$ cat src/rtl/serial_code_pkg.sv
// Shared definitions for the serial 2-bit code link: receiver state encoding,
// frame bit levels and the code-to-one-hot expansion. The PARITY state
// encoding only exists when SERIAL_CODE_PARITY_EN is defined.
package serial_code_pkg;

    // Receiver state encoding
    localparam logic [2:0] ST_IDLE    = 3'd0;
    localparam logic [2:0] ST_START   = 3'd1;
    localparam logic [2:0] ST_DATA    = 3'd2;
`ifdef SERIAL_CODE_PARITY_EN
    localparam logic [2:0] ST_PARITY  = 3'd3;
`endif
    localparam logic [2:0] ST_STOP    = 3'd4;
    localparam logic [2:0] ST_WAIT_HI = 3'd5;

    // Line levels of the framing bits
    localparam logic START_BIT = 1'b0;
    localparam logic STOP_BIT  = 1'b1;
    localparam logic IDLE_LVL  = 1'b1;

    // Expand a 2-bit code into its one-hot select word
    function automatic logic [3:0] code_to_onehot(input logic [1:0] code);
        return 4'b0001 << code;
    endfunction

endpackage

$ cat src/rtl/serial_code_decoder_bit_timer.sv
// bit_timer: loadable down-counter that paces the serial receiver. A load
// selects a half-bit or full-bit reload; at zero it emits a one-cycle tick
// and reloads a full bit period by itself.
module bit_timer #(
    parameter int CLKS_PER_BIT = 4
) (
    input  logic clk,
    input  logic rst,
    input  logic load_i,
    input  logic half_i,
    output logic tick_o
);

    localparam int CW = $clog2(CLKS_PER_BIT);
    localparam logic [CW-1:0] FULL_RELOAD = CW'(CLKS_PER_BIT - 1);
    localparam logic [CW-1:0] HALF_RELOAD = CW'(CLKS_PER_BIT / 2 - 1);

    logic [CW-1:0] cnt_q;
    logic [CW-1:0] cnt_d;

    // Next count: explicit load wins, otherwise count down and wrap to a full bit
    always_comb begin
        // NOTE: assigning a default first means every path writes cnt_d, so no latch is inferred.
        cnt_d = cnt_q - CW'(1);
        if (load_i) begin
            cnt_d = half_i ? HALF_RELOAD : FULL_RELOAD;
        end else if (cnt_q == '0) begin
            cnt_d = FULL_RELOAD;
        end
    end

    // Counter register
    always_ff @(posedge clk) begin
        // NOTE: non-blocking assignment so every flop samples pre-edge values, matching hardware.
        if (rst) begin
            cnt_q <= FULL_RELOAD;
        end else begin
            cnt_q <= cnt_d;
        end
    end

    assign tick_o = (cnt_q == '0);

endmodule

$ cat src/rtl/serial_code_decoder.sv
// serial_code_decoder: receive end of the serial 2-bit code link. Recovers
// framed 2-bit codes from an asynchronous idle-high line by mid-bit sampling
// and presents the one-hot expansion on a single-entry valid/ready buffer.
// Optional feature macro: SERIAL_CODE_PARITY_EN adds an even-parity bit to
// each frame and drives parity_err; without it parity_err is tied low.
module serial_code_decoder
    import serial_code_pkg::*;
#(
    parameter int CLKS_PER_BIT = 4
) (
    input  logic       clk,
    input  logic       rst,
    input  logic       rx_i,
    output logic [3:0] out_data,
    output logic       out_valid,
    input  logic       out_ready,
    output logic       parity_err,
    output logic       frame_err,
    output logic       overrun
);

    // Synchronizer
    logic sync1_q;
    logic sync2_q;
    logic rx_s;

    // FSM and bit timer control
    logic [2:0] state_q;
    logic [2:0] state_d;
    logic       timer_load;
    logic       timer_half;
    logic       tick;

    // Frame capture
    logic bit_idx_q;
    logic bit_idx_d;
    logic d1_q;
    logic d1_d;
    logic d0_q;
    logic d0_d;
`ifdef SERIAL_CODE_PARITY_EN
    logic par_q;
    logic par_d;
    logic parity_err_q;
    logic parity_err_d;
`endif

    // Output buffer and status pulses
    logic [3:0] out_data_q;
    logic [3:0] out_data_d;
    logic       out_valid_q;
    logic       out_valid_d;
    logic       frame_err_q;
    logic       frame_err_d;
    logic       overrun_q;
    logic       overrun_d;

    // Two-flop synchronizer; resets to the idle level so reset never looks like a start bit
    always_ff @(posedge clk) begin
        if (rst) begin
            sync1_q <= IDLE_LVL;
            sync2_q <= IDLE_LVL;
        end else begin
            sync1_q <= rx_i;
            sync2_q <= sync1_q;
        end
    end

    assign rx_s = sync2_q;

    bit_timer #(
        .CLKS_PER_BIT(CLKS_PER_BIT)
    ) u_bit_timer (
        .clk    (clk),
        .rst    (rst),
        .load_i (timer_load),
        .half_i (timer_half),
        .tick_o (tick)
    );

    // State register
    always_ff @(posedge clk) begin
        if (rst) begin
            state_q <= ST_IDLE;
        end else begin
            state_q <= state_d;
        end
    end

    // Next-state logic: bit-level states advance only on a timer tick
    always_comb begin
        state_d = state_q;
        case (state_q)
            ST_IDLE: begin
                if (rx_s == START_BIT) begin
                    state_d = ST_START;
                end
            end
            ST_START: begin
                if (tick) begin
                    // A start bit that is high again at mid-bit was a glitch
                    state_d = (rx_s == START_BIT) ? ST_DATA : ST_IDLE;
                end
            end
            ST_DATA: begin
                if (tick && !bit_idx_q) begin
`ifdef SERIAL_CODE_PARITY_EN
                    state_d = ST_PARITY;
`else
                    state_d = ST_STOP;
`endif
                end
            end
`ifdef SERIAL_CODE_PARITY_EN
            ST_PARITY: begin
                if (tick) begin
                    state_d = ST_STOP;
                end
            end
`endif
            ST_STOP: begin
                if (tick) begin
                    // A low stop bit may be a line break: wait for idle before re-arming
                    state_d = (rx_s != STOP_BIT) ? ST_WAIT_HI : ST_IDLE;
                end
            end
            ST_WAIT_HI: begin
                if (rx_s == IDLE_LVL) begin
                    state_d = ST_IDLE;
                end
            end
            default: begin
                state_d = ST_IDLE;
            end
        endcase
    end

    // Output logic: timer control, bit capture, stop-bit verdict and buffer update
    always_comb begin
        timer_load  = 1'b0;
        timer_half  = 1'b0;
        bit_idx_d   = bit_idx_q;
        d1_d        = d1_q;
        d0_d        = d0_q;
`ifdef SERIAL_CODE_PARITY_EN
        par_d        = par_q;
        parity_err_d = 1'b0;
`endif
        out_data_d  = out_data_q;
        out_valid_d = out_valid_q;
        frame_err_d = 1'b0;
        overrun_d   = 1'b0;

        // Handshake drains the buffer; a same-cycle load below overrides it
        if (out_valid_q && out_ready) begin
            out_valid_d = 1'b0;
        end

        case (state_q)
            ST_IDLE: begin
                if (rx_s == START_BIT) begin
                    timer_load = 1'b1;
                    timer_half = 1'b1;
                end
            end
            ST_START: begin
                if (tick) begin
                    bit_idx_d = 1'b1;
                end
            end
            ST_DATA: begin
                if (tick) begin
                    if (bit_idx_q) begin
                        d1_d = rx_s;
                    end else begin
                        d0_d = rx_s;
                    end
                    bit_idx_d = 1'b0;
                end
            end
`ifdef SERIAL_CODE_PARITY_EN
            ST_PARITY: begin
                if (tick) begin
                    par_d = rx_s;
                end
            end
`endif
            ST_STOP: begin
                if (tick) begin
                    if (rx_s != STOP_BIT) begin
                        frame_err_d = 1'b1;
                    end
`ifdef SERIAL_CODE_PARITY_EN
                    else if (par_q != (d1_q ^ d0_q)) begin
                        parity_err_d = 1'b1;
                    end
`endif
                    else if (out_valid_q && !out_ready) begin
                        overrun_d = 1'b1;
                    end else begin
                        out_data_d  = code_to_onehot({d1_q, d0_q});
                        out_valid_d = 1'b1;
                    end
                end
            end
            default: begin
            end
        endcase
    end

    // Datapath and output registers
    always_ff @(posedge clk) begin
        if (rst) begin
            bit_idx_q    <= 1'b0;
            d1_q         <= 1'b0;
            d0_q         <= 1'b0;
`ifdef SERIAL_CODE_PARITY_EN
            par_q        <= 1'b0;
            parity_err_q <= 1'b0;
`endif
            out_data_q   <= 4'b0000;
            out_valid_q  <= 1'b0;
            frame_err_q  <= 1'b0;
            overrun_q    <= 1'b0;
        end else begin
            bit_idx_q    <= bit_idx_d;
            d1_q         <= d1_d;
            d0_q         <= d0_d;
`ifdef SERIAL_CODE_PARITY_EN
            par_q        <= par_d;
            parity_err_q <= parity_err_d;
`endif
            out_data_q   <= out_data_d;
            out_valid_q  <= out_valid_d;
            frame_err_q  <= frame_err_d;
            overrun_q    <= overrun_d;
        end
    end

    assign out_data  = out_data_q;
    assign out_valid = out_valid_q;
    assign frame_err = frame_err_q;
    assign overrun   = overrun_q;
`ifdef SERIAL_CODE_PARITY_EN
    assign parity_err = parity_err_q;
`else
    assign parity_err = 1'b0;
`endif

endmodule

$ cat config.mk
export PLATFORM = sky130hd
export DESIGN_NAME = serial_code_decoder
export DESIGN_NICKNAME = d
export VERILOG_FILES = /design/src/rtl/serial_code_pkg.sv /design/src/rtl/serial_code_decoder_bit_timer.sv /design/src/rtl/serial_code_decoder.sv
export SDC_FILE = /design/constraint.sdc
export NUM_CORES = 1
export LEC_CHECK = 0
export ABC_AREA = 1
export BUFFER_PORTS_ARGS = -buffer_cell sky130_fd_sc_hd__clkbuf_2
export CORE_MARGIN = 5
export CORE_UTILIZATION = 48
export DETAILED_ROUTE_END_ITERATION = 6
export GPL_TIMING_DRIVEN = 0
export PLACE_DENSITY_LB_ADDON = 0.2
export SLEW_MARGIN = 20
export SYNTH_ARGS = -nofsm -noshare
export SYNTH_HDL_FRONTEND = slang
export SYNTH_SLANG_ARGS = --single-unit
$ cat constraint.sdc
create_clock -name clk -period 1.2 [get_ports clk]
set_input_delay 0.24 -clock clk [delete_from_list [all_inputs] [get_ports clk]]
set_output_delay 0.24 -clock clk [all_outputs]
set_load 0.01 [all_outputs]
# Yosys cells after proc, flatten, opt, wreduce, memory -nomap -nowiden
# Index checks and enable logic that the tools add are counted.
# W data, S select, Z words.
# word_totals
ff_bits	17
input_bits	4
elab_cells	66
# op_classes
n_addsub	1
eq_ne	10
shift	1
muxes	21
bitwise_logic	5
reduce_logical	16
# ops
op	n
$mux W3	6
$pmux W3 S5	1
$ne A2 B2 Y1 const B	6
$mux W1	10
$reduce_and A3 Y1	3
$eq A3 B3 Y1 const B	2
$mux W2	3
$reduce_or A3 Y1	2
$not A1 Y1	5
$reduce_and A5 Y1	1
$reduce_and A4 Y1	1
$reduce_or A4 Y1	1
$shl A1 B2 Y4 const A	1
$eq A3 B1 Y1 const B	1
$eq A3 B2 Y1 const B	1
$logic_and A1 B1 Y1	3
$logic_not A3 Y1	1
$logic_not A1 Y1	2
$logic_not A2 Y1	1
$pmux W1 S2	1
$reduce_bool A2 Y1	1
$sub A2 B1 Y2 const B	1

# Logic depth before layout (Yosys ltp)
# Gate-level depths: netlist of the first run.
# depth
depth_word	6
ltp_mapped	9
ltp_nobuf	9

# By module
# A second synthesis of the first run with hierarchy kept.
# unflattened
cells_unflattened	110
hier_area_um2	793.3
# modules_own_cells
mod	n_inst	cells_each	area_each_um2	seq_area_each_um2
serial_code_decoder	1	96	691.9	300.3
bit_timer	1	14	101.3	40.0

# Worst setup path before layout of the first run
# OpenSTA, ideal clock, no wires.
# synth_path
path_type	flip-flop to flip-flop
startpoint	register u_bit_timer.cnt_q[0]
endpoint	register state_q[1]
setup_time_ps	113
arrival_time_ps	1085
required_time_ps	1087
setup_slack_ps	2
stages_incl_launch_ff	10
cell_sequence	dfxtp_1 inv_1 ha_1 inv_1 nand3_1 nand2_2 nor2_4 nand2_1 nand2_1 nor2_1
# synth_via
elab_chain_len	4
# synth_rtl
item	line_no	source
from (decl)	serial_code_decoder_bit_timer.sv:18	logic [CW-1:0] cnt_q;
from (signal assigned)	serial_code_decoder_bit_timer.sv:38	cnt_q <= cnt_d;
$logic_not A2 Y1 (*)	serial_code_decoder_bit_timer.sv:42	assign tick_o = (cnt_q == '0);
$logic_and A1 B1 Y1	serial_code_decoder.sv:106	if (tick && !bit_idx_q) begin
$ne A2 B2 Y1 (no source line)	--	
$reduce_and A5 Y1 (no source line) (*)	--	
to (signal assigned)	serial_code_decoder.sv:86	state_q <= state_d;
to (decl)	serial_code_decoder.sv:28	logic [2:0] state_q;
# Mark *: on every way between the ends. The rest lies on a longest branch, timed or not.
# A chain may end at the register's enable or synchronous reset.

# Final worst setup path of the first run
# layout_path
startpoint	register u_bit_timer.cnt_q[1]
endpoint	register state_q[1]
# The elaborated chain is that of the path after synthesis.

==> results_dict.tcl, run 1 <==
set metrics [dict create \
    dieArea_um2 2540 \
    total_leakage_power_nw 0.434 \
    fin_skew_ps 1.27 \
    grt_max_degree 11 \
    dr_total_vias 735 \
    cts_tree "built" \
    grt_pass1_vias 633 \
    final_cell_mix "nand2_1, nor2_1, dfxtp_1, inv_1, clkbuf_2" \
    rows 14 \
    worst_ep_required_time_ps 1410 \
    cts_buffers 3 \
    drive_gt1_share_pct 32.6 \
    worstReg2RegStart "u_bit_timer.cnt_q[1]" \
    fin_crit_sh_pct 102 \
    hold_viol 0 \
    die_x_um 50.4 \
    ys_types 18 \
    core_um2 1520 \
    fin_ws_ps -24.8 \
    stdcell_area_um2 966 \
    postRouteAntennaNets 0 \
    wl_per_cell_um 11.5 \
    start_kind "flop" \
    wirelength_um 1670 \
    viasPerCell 5.07 \
    crit_type "reg2reg" \
    syn-num-nets 118 \
    finalNonFillerCells 145 \
    violations "setup timing" \
    rsz0062_at_grt "yes" \
    antenna_found_initial 0 \
    hold_end "sync1_q" \
    ys.warnings.count 0 \
    r2r_setup_slack_ps -20 \
    syn2layout_area_growth_pct 23.3 \
    setup_viol 4 \
    ys_seq_area_share_pct 43.5 \
    dp_hpwl_um 1090 \
    io_pins 12 \
    diodes 0 \
    crit_fanout 6 \
    drt_iter0_drc 20 \
    worstSkewPairLatency_ps 300 \
    drv_slew 0 \
    syn_area_um2 783 \
    globalplace.congestion 0.824 \
    cts_root_buf "clkbuf_4" \
    r2r_end "state_q[1]" \
    hold_path.class "in2reg" \
    placed_cell_area_um2 848 \
    p_total_mw 1.92 \
    cts_buffer_depth 2 \
    cp-end-kind "flop" \
    port_buffers 9 \
    fmaxAchievable_mhz 816 \
    worstRegToRegCells 9 \
    grt_pass1_wl_um 2510 \
    ir_worst_vdd_mv 1.47 \
    cp.arrival_ps 1430 \
    synth_seq_cells 17 \
    track_usage_pct 12.9 \
    syn_inst 112 \
    drc 0 \
    fin_nets 136 \
    maxCapViolCount 0 \
    clkSinkCount 17 \
    dp_cells 137 \
    chipHeight_um 50.4 \
    dr.pass1.iters 4 \
    clkTransAtPathRegs_ps 100 \
    place_ws_ps -121 \
    grt_overflow 0 \
    start_util_pct 51.4 \
    power_density_nw_per_um2 1990 \
    cts_htree_levels 1 \
    syn_avg_cell_area_um2 6.99 \
    final_common_cell "nand2_1" \
    holdPathStages 2 \
    min_from "rx_i" \
    status "finished with violations" \
    layout_min_cycle_time_ps 1220 \
]
==> worst max-delay path, cell delays in order (launching register included) <==
cell,delay [ps]
dfxtp_2,330
inv_2,90
ha_4,190
nand2_4,60
nand3_2,60
nand2_2,70
nor2_4,170
nand2_1,70
nand2_1,60
nor2_1,40
==> flip-flops by register name (all words and copies together) (netlist names) <==
signal,cells
out_data,4
bit_idx_q,1
d1_q,1
overrun,1
frame_err,1
d0_q,1
u_bit_timer.cnt_q,2
state_q,3
rx_s,1
sync1_q,1
out_valid,1
==> cells in the mapped netlist <==
library cell	instances	area share, %
nand2_2	2	1.6
conb_1	1	0.48
nor3_1	5	3.2
nor2_4	2	2.9
ha_1	2	3.2
nor2_1	16	7.7
nand3_1	8	5.1
or2_2	2	1.6
buf_4	1	0.96
nand2_1	34	16
inv_2	1	0.48
dfxtp_1	17	43
inv_1	12	5.8
nor3_4	1	2.1
o21ai_0	1	0.64
a21oi_1	4	2.6
clkbuf_1	1	0.48
nor2_2	2	1.6
==> how the worst max path moves through the flow <==
stage	to	startpoint	depth (start not counted)
global placement	state_q[0]	u_bit_timer.cnt_q[0]	9
CTS	state_q[1]	u_bit_timer.cnt_q[1]	9
detailed placement	state_q[0]	u_bit_timer.cnt_q[0]	9
global route	d1_q	state_q[2]	6
finish	state_q[1]	u_bit_timer.cnt_q[1]	9
floorplan	state_q[1]	u_bit_timer.cnt_q[0]	9
==> through the flow <==
step	util (%)	setup TNS [ps]	hold WS, ps
after detailed placement	55.7	-595	398
after global routing	63.4	-921	117
after floorplan	-	0	344
after CTS	59.8	0	109
after global placement	55.7	-278	396
final	63.4	-63.1	110
==> what timing repair did <==
action | CTS | global route
setup buffers | 0 | 4
pin swaps | 2 | 9
hold buffers | 0 | 0
gates resized for setup | 13 | 8
setup endpoints to repair | 8 | 9
==> layout make-up <==
type / instances / area, um2
buffer: 2 / 11.3
clock buffer: 3 / 22.5
clock inverter: 1 / 5.00
fill: 142 / 558
inverter: 13 / 56.3
multi-input combinational: 80 / 425
sequential: 17 / 350
tap: 16 / 20.0
timing repair buffer: 13 / 75.1
==> kinds of logic after synthesis <==
kind of cell	after synthesis	share of synthesized area, %
AND/OR/NAND/NOR	72	42.0
flip-flops	17	43.5
buffers and inverters	15	7.67
AO/OA/AOI/OAI	5	3.19
adder cells (fa/ha/maj)	2	3.19
other	1	0.479
==> per-layer routing <==
metal / share of wire [%] / vias to the layer above / global-route usage, %
met5: 0 / - / 0
met4: 3.6 / 0 / 11.5
met3: 5.9 / 7 / 2.96
met2: 49 / 25 / 19.7
met1: 41 / 326 / 14.9
li1: - / 377 / -
==> report_power, final <==
part / internal (mW) / leakage, nW / switching, mW / total (mW)
Combinational: 0.322 / 0.278 / 0.487 / 0.809
Sequential: 0.664 / 0.139 / 0.129 / 0.793
Clock: 0.124 / 0.0177 / 0.197 / 0.321
(Power assumes the default switching activity.)
==> run 2: changes to the inputs <==
clock period = 1.08 ns   (was 1.2 ns; I/O delays follow)
==> run 2 against run 1 <==
Against the previous run: the run still ends with setup timing left; worst setup slack got worse by 46 ps; first-iteration DRC count increased by 10%; sequential power increased by 11%; total power increased by 7.3%; final area decreased by 0.52%; critical path type unchanged; largest cell class unchanged; largest power group is now registers.
==> results_dict.tcl, run 2 (synthesis gave the netlist of run 1 again) <==
set metrics [dict create \
    status "finished with violations" \
    violations "setup timing" \
    crit_chain "inv_4 > nor3_4 > nand2_2 > nor2_4 > nand2_1 > nand2_1 > nor2_1" \
    setup_viol 9 \
    rsz0062_at_grt "yes" \
    cts_tree "built" \
    grt_overflow 0 \
    cts_hold_buf 0 \
    port_buffers 9 \
    drv_slew 0 \
    fin_nets 135 \
    diodes 0 \
    worstSkewPairLatency_ps 300 \
    syn2layout_area_growth_pct 22.7 \
    postRouteAntennaNets 0 \
    cp-end-kind "flop" \
    stdcell_area_um2 961 \
    placed_cell_area_um2 888 \
    crit_fanout 8 \
    dp_hpwl_um 1020 \
    layout_min_cycle_time_ps 1150 \
    cts_root_buf "clkbuf_4" \
    cts_buffers 3 \
    cts_buffer_depth 2 \
    globalplace.congestion 0.780 \
    drc 0 \
    antenna_found_initial 0 \
    clkTransAtPathRegs_ps 100 \
    cp.arrival_ps 1360 \
    wirelength_um 1410 \
    die_x_um 50.4 \
    start_kind "flop" \
    cpPeakStageDelay_ps 400 \
    wl_per_cell_um 9.76 \
    dieArea_um2 2540 \
    fmaxAchievable_mhz 869 \
    grt_pass1_vias 606 \
    drt_iter0_drc 22 \
    total_leakage_power_nw 0.428 \
    cp_slowest_cell "dfxtp_4" \
    track_usage_pct 12.7 \
    dr_total_vias 713 \
    clkSinkCount 17 \
    final_common_cell "nand2_1" \
    io_pins 12 \
    worst_ep_required_time_ps 1290 \
    fin_skew_ps 6.72 \
    hold_path.class "in2reg" \
    crit_top_cell "nand2_1" \
    power_density_nw_per_um2 2150 \
    start_util_pct 51.4 \
    grt_max_degree 11 \
    rows 14 \
    fin_setup_tns_ps -492 \
    drive_gt1_share_pct 33.6 \
    cts_htree_levels 1 \
    post-route-util_pct 63.1 \
    final_cell_mix "nand2_1, nor2_1, dfxtp_1, inv_1, clkbuf_2" \
    maxCapViolCount 0 \
    viasPerCell 4.95 \
    dr.pass1.iters 4 \
    hold_viol 0 \
    crit_family "simple AND/OR/NAND/NOR gates" \
    fin_crit_sh_pct 107 \
    p_total_mw 2.06 \
    crit_type "reg2reg" \
    fin_ws_ps -70.8 \
    largest_register_ffs 4 \
    grt_pass1_wl_um 2540 \
    ir_worst_vdd_mv 1.66 \
    core_um2 1520 \
    crit_buf_inv 1 \
    chipHeight_um 50.4 \
]
[run 2: cell types whose count changed in the layout (fill, tap and decap cells not counted), sizes merged]
cell  change
buf       -1
[run 2: area by class of cell]
| cell class | instances | area, um2 |
|---|---|---|
| fillers | 140 | 563 |
| multi-input cells | 80 | 428 |
| flip-flops and latches | 17 | 350 |
| repair buffers | 12 | 67.6 |
| inverters | 13 | 56.3 |
| clock buffers | 3 | 22.5 |
| well taps | 16 | 20.0 |
| plain buffers | 2 | 11.3 |
| clock inverters | 1 | 5.00 |
[run 2: per-layer routing]
layer  track usage [%]  routed length [um]  vias to the layer above
li1                  -                   -                      375
met1              17.3                 640                      310
met2              17.6                 627                       23
met3              3.25                  97                        5
met4              8.09                  41                        0
met5                 0                   0                        -
[run 2: repair_timing]
item,4_1_cts,5_1_grt
setup buffers,2,1
pin swaps,3,2
gates resized for setup,9,1
setup endpoints to repair,9,10
[run 2: final timing paths]
kind | from | to | slack [ps] | depth (start not counted)
max reg2reg | state_q[2] | out_data[2] | -70 | 7
min | rx_i | sync1_q | 90 | 2
max | state_q[2] | out_data[2] | -70 | 7
min reg2reg | sync1_q | rx_s | 420 | 1
[run 2: worst reg2reg max path: stages (launching register included)]
cell	delay, ps
dfxtp_4	400
inv_4	60
nor3_4	150
nand2_2	90
nor2_4	180
nand2_1	80
nand2_1	70
nor2_1	40
[run 2: power by group]
| group | total, mW | switching, mW | internal, mW | leakage, nW |
|---|---|---|---|---|
| Sequential | 0.881 | 0.144 | 0.738 | 0.139 |
| Clock | 0.346 | 0.208 | 0.138 | 0.0177 |
| Combinational | 0.836 | 0.501 | 0.335 | 0.271 |
[run 2: stage by stage]
step / worst slack [ps] / std cells / hold slack [ps]
after floorplan: -10.2 / 112 / 320
after global placement: -65.8 / 137 / 394
after detailed placement: -95.3 / 137 / 399
after CTS: -79.9 / 143 / 89.3
after global routing: -184 / 144 / 104
final: -70.8 / 144 / 89.9
